[config.mk]
export PLATFORM = sky130hd
export DESIGN_NAME = avalon_mm_arbiter
export DESIGN_NICKNAME = d
export VERILOG_FILES = /design/src/rtl/avalon_mm_arb_pkg.sv /design/src/rtl/avalon_mm_arb_id_fifo.sv /design/src/rtl/avalon_mm_arbiter.sv
export SDC_FILE = /design/constraint.sdc
export NUM_CORES = 1
export LEC_CHECK = 0
export ABC_AREA = 1
export BUFFER_PORTS_ARGS = -buffer_cell sky130_fd_sc_hd__buf_2
export CAP_MARGIN = 20
export CORE_AREA = 5 5 156 158
export CTS_BUF_LIST = sky130_fd_sc_hd__clkbuf_2 sky130_fd_sc_hd__clkbuf_4 sky130_fd_sc_hd__clkbuf_8
export DETAILED_ROUTE_END_ITERATION = 8
export DIE_AREA = 0 0 161 163
export GPL_TIMING_DRIVEN = 1
export PLACE_DENSITY = 0.69
export SYNTH_ARGS = -nofsm -noshare
export SYNTH_HDL_FRONTEND = slang
export SYNTH_SLANG_ARGS = --single-unit
[constraint.sdc]
create_clock -name clk -period 6.9 [get_ports clk]
set_clock_uncertainty 0.2 [all_clocks]
set_input_delay 1.38 -clock clk [delete_from_list [all_inputs] [get_ports clk]]
set_output_delay 1.38 -clock clk [all_outputs]
set_load 0.01 [all_outputs]
[src/rtl/avalon_mm_arb_pkg.sv]
// Shared types and the round-robin pick helper for the Avalon-MM arbiter.
package avalon_mm_arb_pkg;

  localparam int MAX_MASTERS = 8;

  typedef logic [2:0] master_id_t;

  typedef struct packed {
    logic       vld;
    master_id_t id;
  } rr_pick_t;

  // First set bit of req at or after ptr, wrapping. Bits above the real
  // master count must be zero, so wrapping modulo MAX_MASTERS lands on the
  // same winner as wrapping modulo the real count. ptr = 0 yields plain
  // lowest-index priority.
  function automatic rr_pick_t rr_pick(input logic [MAX_MASTERS-1:0] req,
                                       input master_id_t              ptr);
    rr_pick_t   r;
    master_id_t idx;
    r = '0;
    // Walk farthest-to-nearest so the nearest hit overwrites the others.
    for (int k = MAX_MASTERS - 1; k >= 0; k--) begin
      idx = ptr + master_id_t'(k);
      if (req[idx]) begin
        r.vld = 1'b1;
        r.id  = idx;
      end
    end
    return r;
  endfunction

endpackage

[src/rtl/avalon_mm_arb_id_fifo.sv]
// In-order FIFO of master IDs for outstanding reads. DEPTH must be a power
// of two; the extra pointer bit separates full from empty.
module avalon_mm_arb_id_fifo
  import avalon_mm_arb_pkg::*;
#(
  parameter int DEPTH = 8
) (
  input  logic       clk,
  input  logic       rst_n,
  input  logic       push,
  input  logic       pop,
  input  master_id_t din,
  output master_id_t dout,
  output logic       full,
  output logic       empty
);

  localparam int PW = $clog2(DEPTH);

  master_id_t    mem [DEPTH];
  logic [PW:0]   wr_ptr, rd_ptr;
  logic          do_push, do_pop;

  assign do_push = push && !full;
  assign do_pop  = pop && !empty;
  assign empty   = (wr_ptr == rd_ptr);
  assign full    = (wr_ptr[PW] != rd_ptr[PW]) && (wr_ptr[PW-1:0] == rd_ptr[PW-1:0]);
  assign dout    = mem[rd_ptr[PW-1:0]];

  // Pointer update; reset forgets every outstanding entry.
  always_ff @(posedge clk or negedge rst_n) begin
    if (!rst_n) begin
      wr_ptr <= '0;
      rd_ptr <= '0;
    end else begin
      if (do_push) wr_ptr <= wr_ptr + {{PW{1'b0}}, 1'b1};
      if (do_pop)  rd_ptr <= rd_ptr + {{PW{1'b0}}, 1'b1};
    end
  end

  // Storage needs no reset: entries are only read between push and pop.
  always_ff @(posedge clk) begin
    if (do_push) mem[wr_ptr[PW-1:0]] <= din;
  end

endmodule

[src/rtl/avalon_mm_arbiter.sv]
// N-to-1 Avalon-MM arbiter with in-order read response routing.
// Build option: define AVMM_ARB_FIXED_PRIO_EN for fixed lowest-index
// priority (no rotating pointer); default is round-robin.
module avalon_mm_arbiter
  import avalon_mm_arb_pkg::*;
#(
  parameter int NUM_MASTERS = 4,
  parameter int DATA_WIDTH  = 32,
  parameter int ADDR_WIDTH  = 32,
  parameter int MAX_PENDING = 8
) (
  input  logic                                   clk,
  input  logic                                   rst_n,
  input  logic [NUM_MASTERS-1:0][ADDR_WIDTH-1:0] m_address,
  input  logic [NUM_MASTERS-1:0]                 m_read,
  input  logic [NUM_MASTERS-1:0]                 m_write,
  input  logic [NUM_MASTERS-1:0][DATA_WIDTH-1:0] m_writedata,
  output logic [NUM_MASTERS-1:0]                 m_waitrequest,
  output logic [DATA_WIDTH-1:0]                  m_readdata,
  output logic [NUM_MASTERS-1:0]                 m_readdatavalid,
  output logic [ADDR_WIDTH-1:0]                  s_address,
  output logic                                   s_read,
  output logic                                   s_write,
  output logic [DATA_WIDTH-1:0]                  s_writedata,
  input  logic [DATA_WIDTH-1:0]                  s_readdata,
  input  logic                                   s_readdatavalid,
  output logic                                   orphan_err
);

  logic [NUM_MASTERS-1:0] rd_req, wr_req, elig, gnt, rsp_oh;
  logic [MAX_MASTERS-1:0] req_pad;
  rr_pick_t               pick;
  logic                   fifo_full, fifo_empty, push, pop;
  master_id_t             head_id;
  logic                   win_rd, win_wr;
  logic [ADDR_WIDTH-1:0]  win_addr;
  logic [DATA_WIDTH-1:0]  win_wdata;

  // Per-master request decode. Write beats read when both strobes are up;
  // reads are held off while the pending FIFO is full, even if a response
  // drains it this same cycle. Grants are suppressed while in reset.
  for (genvar i = 0; i < NUM_MASTERS; i++) begin : g_lane
    assign wr_req[i] = m_write[i];
    assign rd_req[i] = m_read[i] & ~m_write[i];
    assign elig[i]   = wr_req[i] | (rd_req[i] & ~fifo_full);
    assign gnt[i]    = rst_n & pick.vld & (pick.id == master_id_t'(i));
    assign rsp_oh[i] = pop & (head_id == master_id_t'(i));
  end

  assign m_waitrequest = ~gnt;
  assign push          = win_rd;
  assign pop           = s_readdatavalid & ~fifo_empty;

  // Widen the eligible set to the helper's fixed width; upper bits stay zero.
  always_comb begin
    req_pad                  = '0;
    req_pad[NUM_MASTERS-1:0] = elig;
  end

`ifdef AVMM_ARB_FIXED_PRIO_EN
  assign pick = rr_pick(req_pad, master_id_t'(0));
`else
  master_id_t rr_ptr;

  assign pick = rr_pick(req_pad, rr_ptr);

  // Rotate the search start to just past the last winner; hold when idle.
  always_ff @(posedge clk or negedge rst_n) begin
    if (!rst_n)
      rr_ptr <= '0;
    else if (|gnt)
      rr_ptr <= (pick.id == master_id_t'(NUM_MASTERS - 1)) ? '0 : pick.id + 3'd1;
  end
`endif

  // One-hot mux of the winning master's command.
  always_comb begin
    win_rd    = 1'b0;
    win_wr    = 1'b0;
    win_addr  = '0;
    win_wdata = '0;
    for (int i = 0; i < NUM_MASTERS; i++) begin
      if (gnt[i]) begin
        win_rd    = rd_req[i];
        win_wr    = wr_req[i];
        win_addr  = m_address[i];
        win_wdata = m_writedata[i];
      end
    end
  end

  // Register the accepted command downstream; address/data hold when idle,
  // write data only changes on writes.
  always_ff @(posedge clk or negedge rst_n) begin
    if (!rst_n) begin
      s_read      <= 1'b0;
      s_write     <= 1'b0;
      s_address   <= '0;
      s_writedata <= '0;
    end else begin
      s_read  <= win_rd;
      s_write <= win_wr;
      if (win_rd || win_wr) s_address   <= win_addr;
      if (win_wr)           s_writedata <= win_wdata;
    end
  end

  // Route each response to the head-of-FIFO master; flag responses that
  // arrive with nothing outstanding.
  always_ff @(posedge clk or negedge rst_n) begin
    if (!rst_n) begin
      m_readdatavalid <= '0;
      m_readdata      <= '0;
      orphan_err      <= 1'b0;
    end else begin
      m_readdatavalid <= rsp_oh;
      if (pop) m_readdata <= s_readdata;
      if (s_readdatavalid && fifo_empty) orphan_err <= 1'b1;
    end
  end

  avalon_mm_arb_id_fifo #(
    .DEPTH (MAX_PENDING)
  ) u_id_fifo (
    .clk   (clk),
    .rst_n (rst_n),
    .push  (push),
    .pop   (pop),
    .din   (pick.id),
    .dout  (head_id),
    .full  (fifo_full),
    .empty (fifo_empty)
  );

endmodule

* After elaboration in Yosys (flattened, before gate mapping) *
Memories as Yosys holds them, arrays and structs flattened.
Cells that the tools add are included.

cells by class
  add/sub/neg operators = 10
  magnitude comparators = 8
  eq/ne operators = 9
  muxes and demuxes = 43
  bitwise operators = 29
  reductions and logical operators = 10

operators by type and width
  cell                 count
  $mux 32              8
  $lt 3x4->1 const B   8
  $mux 4               8
  $bmux 1 s3           8
  $and 1x1->1          18
  $mux 1               18
  $add 3x3->3 const B  4
  $eq 3x2->1 const B   4
  $add 4x1->4 const B  2
  $add 3x1->3 const B  2
  $add 3x2->3 const B  2
  $eq 3x1->1 const B   2
  $logic_not 3->1      2
  $not 1->1            6
  $eq 4x4->1           1
  $logic_and 1x1->1    4
  $not 4->4            1
  $or 1x1->1           4
  $reduce_or 4->1      1
  $eq 3x3->1           1
  $mux 3               1
  $logic_not 1->1      2
  $logic_or 1x1->1     1
  $ne 1x1->1           1

word-level totals
  bits in registers = 114
  bits in writable memories = 24
  input bits = 299
  output and inout port bits = 107
  memories kept = 1

memory list
  name           depth  width  read ports  clocked after Yosys merged registers in  write ports  line                         source
  u_id_fifo.mem  8      3      1           0                                        1            avalon_mm_arb_id_fifo.sv:20  master_id_t mem [DEPTH];

* Depth between registers and ports, before layout *
  depth in word-level cells = 24
  depth in mapped cells = 30

* Hierarchy *
A second synthesis with hierarchy kept.

unflattened totals
  cells, all modules = 1209
  area total of the unflattened synthesis = 8480.6 sq um

modules (own cells, without submodules)
  module                 times used  cells each  area an instance (sq um)  seq. area each (sq um)
  avalon_mm_arbiter      1           1052        6947.9                    2652.5
  avalon_mm_arb_id_fifo  1           157         1532.7                    920.9

* Least setup slack after synthesis *
Ideal clock, no wire load.

  kind = in2out
  start point = input m_write[0]
  end point = output m_waitrequest[3]
  arrival time = 3244 ps
  setup slack = 2076 ps
  cell stages on the path = 19
  path buffers = 2
  cells stage by stage = inv_1 -> nand3_1 -> nand2_1 -> nand2_1 -> nand3_1 -> inv_1 -> nor2_1 -> a22oi_1 -> o21ai_0 -> nand2_1 -> nand2_1 -> nand2_1 -> nand2_1 -> nand2_1 -> inv_1 -> ha_1 -> nand3_4 -> buf_2 -> buf_2

RTL lines
  what                line                     source
  start: declaration  avalon_mm_arbiter.sv:16  input logic [NUM_MASTERS-1:0] m_write,
  end: declaration    avalon_mm_arbiter.sv:18  output logic [NUM_MASTERS-1:0] m_waitrequest,

==> results.md <==
- P_leak: ~0.0065 uW
- Achievable frequency: between 0.15 and 0.2 GHz
- Hold_buf cts: 0
- I/O pin cnt: 406
- Initial Util: between 30% and 40%
- Slowest-stage cell, CP: ha_2
- Critical Path AT: 4170 ps
- Synth Instances: 1256
- Final ANT Viol Nets: 0
- Share of layout cells above drive strength 1: 34.2%
- CTS sink count: 138
- DRC errors left: 0
- Top cell by count, worst path: nand2_1
- Count of pins over their slew limit: 0
- Crit share post-route: around 83%
- Initial DRC Count: 623
- Worst path max stage delay: 740 ps
- Drt pass-1 iters: 7
- Worst slew margin: 41.9%
- Fill cells: 2363
- R2R cell count: 27
- Max IR drop VDD: about 0.28 mV
- Startpoint types: flip-flop
- First-pass GRT wire length: 47300 um
- Hold endpoint: s_writedata[26]
- Status: complete, no violations
- Post-synth EDFFs: 24
- Total GRT Usage: 22.5%
- Final wirelength: 30600 um
- Global route total overflow: 0
- Hold Crit Depth: 2
- Crit path kind: reg -> out
- Most used flip-flop cell after synthesis: dfrtp_1
- Vias post-DR: 9401
- Commonest non-fill, non-tap cells in the layout: 481 x nand2_1, 404 x buf_2, 182 x nand3_1
- Die area: 26200 um2
- Bufs and invs on worst path: 3
- Post-CTS Setup Inserts: 0
- Initial antenna violation count: 7
- CP Capture Type: output port
- Cts bufs inserted: 17
- Port-buffer cells: about 410
- Synth Area per Inst: 7.00 um2
- Reg-to-Reg End: s_address[1]
- Num rows: 56
- Synth top area share: between 30% and 40%
- Clk root buf: clkbuf_8
- Crit path max fanout: 37
- Hold Path Class: reg -> reg
- Vias/cell: 4.87
- Ys async rst share: ~83%
- Worst r2r src: u_id_fifo.rd_ptr[0]
- Sequential share of the synthesized area: 40.6%
- CP Data Required Time: 5320 ps
- Nets: roughly 1900
- Mapped Area: 8790 um2
- Largest net degree at the start of global routing: 70
- Setup WS post-layout: 1150 ps
- Power per Cell Area: 495 nW/um2
- Area leader, netlist: dfrtp_1
- Crit-path cells: inv_2, nand2_1, nand2_1, nand4_4, nand2_1, nand3_1, nand2_1, nand2_1, nand3_1, inv_1, nor2_1, nor2_1, o21ai_0, nand3_1, nand2_1, ha_2, nand3_1, buf_2
- HP Start: s_writedata[26]
- Synthesis-to-finish area growth: 28.7%
- R2R Setup Slk: 1370 ps
- Crit-path leading delay family: simple AND/OR/NAND/NOR gates
- Unique masters post-synth: 34
- Register bit total from synthesis: 138
- Most common cell after layout, fill and taps aside: nand2_1
- CTS tree: yes
- Final count of negative-setup-slack endpoints: 0
- Post-CTS resize count: 0
- Max cap viols: 0
- Die Wd: 161 um
- Synth top area cells: dfrtp_1 32%, nand2_1 21%, nand3_1 10%
- RSZ-0062 raised after global routing: false
- Core ar.: 23000 um2
- Routability Congestion: 0.940
- Total number of H-tree levels: 4
- Worst skew pair latency: 430 ps
- Worst Max-Slew Pin Slew: about 870 ps
- Final hold viol count: 0
- Final worst path period need: 5750 ps
- WL per Instance: 15.9 um
- Dpl ws: 1150 ps
- Final TNS setup: 0 ps
- Detailed placer's ending HPWL: 23500 um
- Die height: 163 um
- Clk buf depth: 2
- Number of global-route vias before repair: a little under 9000
- Clock-pin slew on the worst setup and hold paths: around 70 ps
- YS warnings: 0
==> synthesized netlist by cell type, types with 9 or more instances <==
cell type,number
nand2_1,481
nand3_1,182
dfrtp_1,114
nor2_1,104
inv_1,97
or2_2,55
mux2_2,32
buf_2,28
clkbuf_1,25
edfxtp_1,24
o21ai_0,19
nand4_1,11
buf_1,9
or2_0,9
==> layout make-up <==
class                   instances  area, um2  share of cell area, %
flip-flops and latches        138       3570                   31.6
clock inverters                13        115                   1.02
multi-input cells             948       4500                   39.7
inverters                     104        390                   3.45
clock buffers                  19        255                   2.25
diodes                          1       2.50                 0.0221
well taps                     290        363                   3.21
repair buffers                417       2120                   18.8
==> per-layer routing <==
layer / GRT usage [%] / up-vias / routed length, um
li1: - / 4679 / -
met1: 28.2 / 4234 / 12100
met2: 38.5 / 423 / 15300
met3: 5.69 / 53 / 2500
met4: 6.82 / 12 / 662
met5: 0 / - / 73
==> registers in the layout, summed over array words and instances, names as in the netlist <==
register,count
m_readdata,32
m_readdatavalid,4
orphan_err,1
rr_ptr,3
s_address,32
s_read,1
s_write,1
s_writedata,32
u_id_fifo.mem,24
u_id_fifo.rd_ptr,4
u_id_fifo.wr_ptr,4
==> per-stage QoR <==
step	utilization (%)	instances	hold slack (ps)	power, uW	area, um2
finish	49.3	1930	278	5600	11300
global route	49.3	1930	306	6170	11300
CTS	49.2	1929	282	5660	11300
detailed placement	47.6	1897	260	5010	10900
global placement	47.6	1897	258	4960	10900
floorplan	-	1263	263	4010	8820
==> cell families after synthesis <==
| kind of cell | synth area share (%) |
|---|---|
| multiplexers | 4.10 |
| other | 0.0426 |
| XOR/XNOR | 0.982 |
| flip-flops | 40.6 |
| AO/OA/AOI/OAI | 2.31 |
| adder cells (fa/ha/maj) | 1.14 |
| AND/OR/NAND/NOR | 42.1 |
| buffers and inverters | 8.72 |
==> power breakdown <==
part | switching (uW) | internal (uW) | leakage, uW
sequential | 153 | 1130 | 0.00166
clock | 330 | 301 | 0.000195
combinational | 2480 | 1210 | 0.00466
total | 2970 | 2640 | 0.00651
==> how the worst max path moves through the flow <==
stage	startpoint	endpoint	slack [ps]	cells past startpoint
after floorplan	m_write[0]	m_waitrequest[3]	2080	19
final	u_id_fifo.rd_ptr[0]	m_waitrequest[1]	1150	18
after detailed placement	m_write[0]	s_address[1]	1150	24
after global routing	u_id_fifo.rd_ptr[0]	m_waitrequest[1]	660	18
after global placement	m_write[0]	s_address[31]	1290	22
after CTS	u_id_fifo.rd_ptr[0]	m_waitrequest[1]	1110	18
==> tightest hold or removal path: cells and delay by family, from the launching register on <==
family,cells,cell delay (ps)
flops,1,340
simple gates,2,100
No activity file was read; power rests on OpenSTA's default activity.
